$ cat config.mk
export PLATFORM = sky130hd
export DESIGN_NAME = sample_fifo
export DESIGN_NICKNAME = d
export VERILOG_FILES = /design/src/rtl/sample_fifo.sv
export SDC_FILE = /design/constraint.sdc
export NUM_CORES = 1
export LEC_CHECK = 0
export CAP_MARGIN = 10
export CORE_AREA = 2 2 106 186
export CTS_BUF_LIST = sky130_fd_sc_hd__clkbuf_2 sky130_fd_sc_hd__clkbuf_4 sky130_fd_sc_hd__clkbuf_8
export DETAILED_ROUTE_END_ITERATION = 16
export DIE_AREA = 0 0 108 188
export DONT_BUFFER_PORTS = 1
export PLACE_DENSITY_LB_ADDON = 0.3
export REMOVE_ABC_BUFFERS = 1
export SLEW_MARGIN = 20
export SYNTH_ARGS = -nofsm -noshare
export SYNTH_HDL_FRONTEND = slang
export SYNTH_SLANG_ARGS = --single-unit
$ cat constraint.sdc
create_clock -name clk -period 2.8 [get_ports clk]
set_input_delay 0.42 -clock clk [delete_from_list [all_inputs] [get_ports clk]]
set_output_delay 0.42 -clock clk [all_outputs]
set_load 0.01 [all_outputs]
$ cat src/rtl/sample_fifo.sv
// Single-clock sample FIFO between the sample source and the FIR datapath.
// Circular RAM with binary pointers, occupancy counter and registered read data.
module sample_fifo #(
  parameter int unsigned DATA_WIDTH = 16,
  parameter int unsigned DEPTH      = 16,
  parameter int unsigned ADDR_WIDTH = 4
) (
  input  logic                  clk,
  input  logic                  rst,
  input  logic [DATA_WIDTH-1:0] wr_data,
  input  logic                  wr_en,
  output logic                  full,
  output logic [DATA_WIDTH-1:0] rd_data,
  input  logic                  rd_en,
  output logic                  empty
);

  localparam int unsigned CNT_W = ADDR_WIDTH + 1;

  logic [DATA_WIDTH-1:0] mem [DEPTH];
  logic [ADDR_WIDTH-1:0] wr_ptr;
  logic [ADDR_WIDTH-1:0] rd_ptr;
  logic [CNT_W-1:0]      count;
  logic                  wr_acc;
  logic                  rd_acc;

  // Flags decode the registered occupancy count directly.
  assign empty  = (count == '0);
  assign full   = (count == CNT_W'(DEPTH));

  // A full FIFO can still take a write when a read frees a slot on the same edge.
  assign rd_acc = rd_en & ~empty;
  assign wr_acc = wr_en & (~full | rd_acc);

  // Storage array is not reset; stale contents are unreachable once pointers clear.
  always_ff @(posedge clk) begin
    if (wr_acc) begin
      mem[wr_ptr] <= wr_data;
    end
  end

  always_ff @(posedge clk or negedge rst) begin
    if (!rst) begin
      wr_ptr  <= '0;
      rd_ptr  <= '0;
      count   <= '0;
      rd_data <= '0;
    end else begin
      if (wr_acc) begin
        wr_ptr <= wr_ptr + ADDR_WIDTH'(1);
      end
      if (rd_acc) begin
        rd_ptr  <= rd_ptr + ADDR_WIDTH'(1);
        rd_data <= mem[rd_ptr];
      end
      case ({wr_acc, rd_acc})
        2'b10:   count <= count + CNT_W'(1);
        2'b01:   count <= count - CNT_W'(1);
        default: count <= count;
      endcase
    end
  end

endmodule

==> reports/qor.yml <==
yosys:
  ys_warn_count: 0
  netlist_top_cells_area: "edfxtp_1, mux4_2, dfrtp_1"
  synth_seq_cells: 285
  synth.distinct_cells: 39
  ys.flop_type: "edfxtp_1"
  seq_area_frac_synth: 0.756
  syn_inst: 520
  synth-edff-count: 256
  synth_top_area_frac: 0.691
  netlist_area_um2: 11100
  yosys.area.top_type: "edfxtp_1"
  syn_avg_cell_area_um2: 21.4
  synthArstFlopShare: 0.102
placement:
  port_buffers: 0
  place_congestion: 0.732
  dp_cells: 753
  dp_hpwl_um: 12600
  dpl_cell_area_um2: 11500
finish:
  final_layout_size_suffix_gt1_frac: 0.277
  final_area_um2: 12500
  fillers: 1238
  num_antenna_cells: 0
  layout.cells.non_filler: 841
  syn2layout_area_growth_pct: 12.1
  nNetsFinal: 599
sta:
  slew_headroom: 0.253
  grt_setup_unrepaired: "no"
  finalClockSkew_ns: 0.0135
  maxSlewViolCount: 0
  fin_crit_ns: 2.76
  fmaxAchievable_mhz: 362
  setup_violations: 0
  finalCritPeriodShare: 0.986
  worst_slew_pin_slew_ns: 1.12
  final_hold_viol_count: 0
global_route:
  gr-total-overflow: 0
  grt_pass1_wl_um: 32800
  grt_pass1_vias: 5631
  grt_use_total: 0.223
  grt_max_degree: 51
  antenna_found_initial: 0
floorplan:
  ios: 38
  rows: 67
  initial_utilization: 0.590
  die_w_um: 108
  dieArea_um2: 20300
  die_h_um: 188
  core_um2: 18900
critical_path:
  path_cells: "or4_4, o21ai_2, nor2_2, ha_1, nor2b_1, o21a_1, or2_1, o32a_1, o211ai_1"
  cp_slowest_cell: "or4_4"
  r2r_setup_slack_ns: 0.04
  max_stage_delay_ns: 0.59
  reg2reg_to: "count[4]"
  path_max_fanout: 5
  crit_type: "reg2reg"
  reg2reg_depth: 9
  critPathTopFamily: "simple AND/OR/NAND/NOR gates"
  cp-end-kind: "flop"
  arrival_ns: 3.18
  required_ns: 3.22
  r2r-start: "count[1]"
  startpoint_type: "flop"
  cp_num_buf_inv: 0
clocking:
  htreeDepth: 2
  cts_buffers: 38
  cts_tree: "built"
  cts_sinks: 285
  cts_buffer_depth: 3
  clkLatencyLatePin_ns: 0.52
  cts_setup_buffers: 0
  cts_root_buf: "clkbuf_8"
  clkTransAtPathRegs_ns: 0.07
route:
  drcViolationCount: 0
  dr.pass1.iters: 5
  viasPerCell: 6.24
  post_drt_wl_per_cell_um: 25.8
  num_vias: 5244
  drt_iter0_drc: 406
  routed_wirelength_um: 21700
  antenna_left: 0
power:
  pwr_density_cell_nw_per_um2: 971
  irDropWorstVdd_mv: 0.851
  p_leak_nw: 4.19
hold_path:
  whs_path_depth: 2
  min_from: "wr_en"
  hold_path_class: "in2reg"
  whs_endpoint: "count[4]"
run_status:
  status: "completed"
flow_run:
  max-cap-violations: 0
## sequential cells by signal (all words and copies together) (netlist names)
register,flops
mem,256
rd_data,16
count,5
rd_ptr,4
wr_ptr,4
## metrics by stage
stage | power, W | setup TNS [ns] | worst slack, ns | utilization | hold WS (ns)
5_1_grt | 0.0126 | 0 | 0.00670 | 0.662 | 0.0905
2_1_floorplan | 0.00802 | -3.00 | -0.333 | - | 0.124
3_3_place_gp | 0.00878 | 0 | 0.200 | 0.608 | 0.126
3_5_place_dp | 0.00890 | 0 | 0.0801 | 0.608 | 0.126
6_report | 0.0121 | 0 | 0.0405 | 0.662 | 0.107
4_1_cts | 0.0122 | 0 | 0.0668 | 0.661 | 0.0871
## worst max path at each step
| stage | start | endpoint | cells past startpoint |
|---|---|---|---|
| floorplan | rd_ptr[1] | rd_data[10] | 5 |
| global placement | count[1] | count[4] | 9 |
| detailed placement | count[0] | count[4] | 9 |
| CTS | count[0] | count[4] | 9 |
| global route | count[1] | count[4] | 9 |
| finish | count[1] | count[4] | 9 |
## report_power, final
part           internal, W  leakage [nW]  switching [W]
combinational      0.00158          1.09        0.00162
clock              0.00181         0.439        0.00145
sequential         0.00524          2.66       0.000416
## timing repair
action,CTS,global route
gates resized for setup,0,1
endpoints found under the hold margin,285,0
hold buffers,18,0
endpoints found under the setup margin,0,1
## final cells by class
class                           instances  area, um^2  share of cell area
Sequential cell                       285        8420               0.675
Multi-Input combinational cell        204        2560               0.205
Clock buffer                           62         716              0.0574
Timing Repair Buffer                   35         368              0.0295
Tap cell                              241         302              0.0242
Clock inverter                          8        96.3             0.00772
Inverter                                6        22.5             0.00180
## placed cells by master (no fill, tap or decap), drive strengths merged
cell         count
nand4            2
inv              8
nor2b            2
nor4             1
nand2           24
edfxtp         256
nor2             3
bufinv           2
ha               8
mux2             3
nand2b           1
o211ai           1
mux4            64
xnor2            9
o21ai            5
or2              2
buf             18
o32a             1
and3             1
or4              1
o21bai           1
o221ai          16
dlygate4sd3     17
nor3b            2
nor3             1
clkinv           4
o21a             2
fa               1
nand3            1
mux2i           32
dfrtp           29
and2            16
a21oi            3
a21o             1
clkbuf          62
## cell families after synthesis
group,share of synthesized area
adders and majority gates,0.0108
muxes,0.162
xor gates and xnor gates,0.00708
and+or+nand+nor,0.0277
AOI/OAI and AO/OA,0.0222
DFF,0.756
buffers and inverters,0.0142
## cell usage after synthesis (2+ instances only)
cell type  instances
a21oi_1            2
and2_1            16
buf_2             15
buf_4              6
clkbuf_1           4
dfrtp_1           29
edfxtp_1         256
ha_1               8
inv_1              6
mux2_4             2
mux2i_1           32
mux4_2            64
nand2_1           23
nand4_1            2
nor2_2             2
nor2b_1            2
nor3b_1            2
o21a_1             2
o21ai_1            3
o221ai_1          16
or2_1              2
xnor2_1            9
## routing by layer
metal	share of wire	track usage	wire length, um
met5	0	0	0
met2	0.53	0.376	11500
met3	0.063	0.0396	1360
met1	0.38	0.288	8140
met4	0.034	0.0878	748
Power figures use the tool's default switching activity.
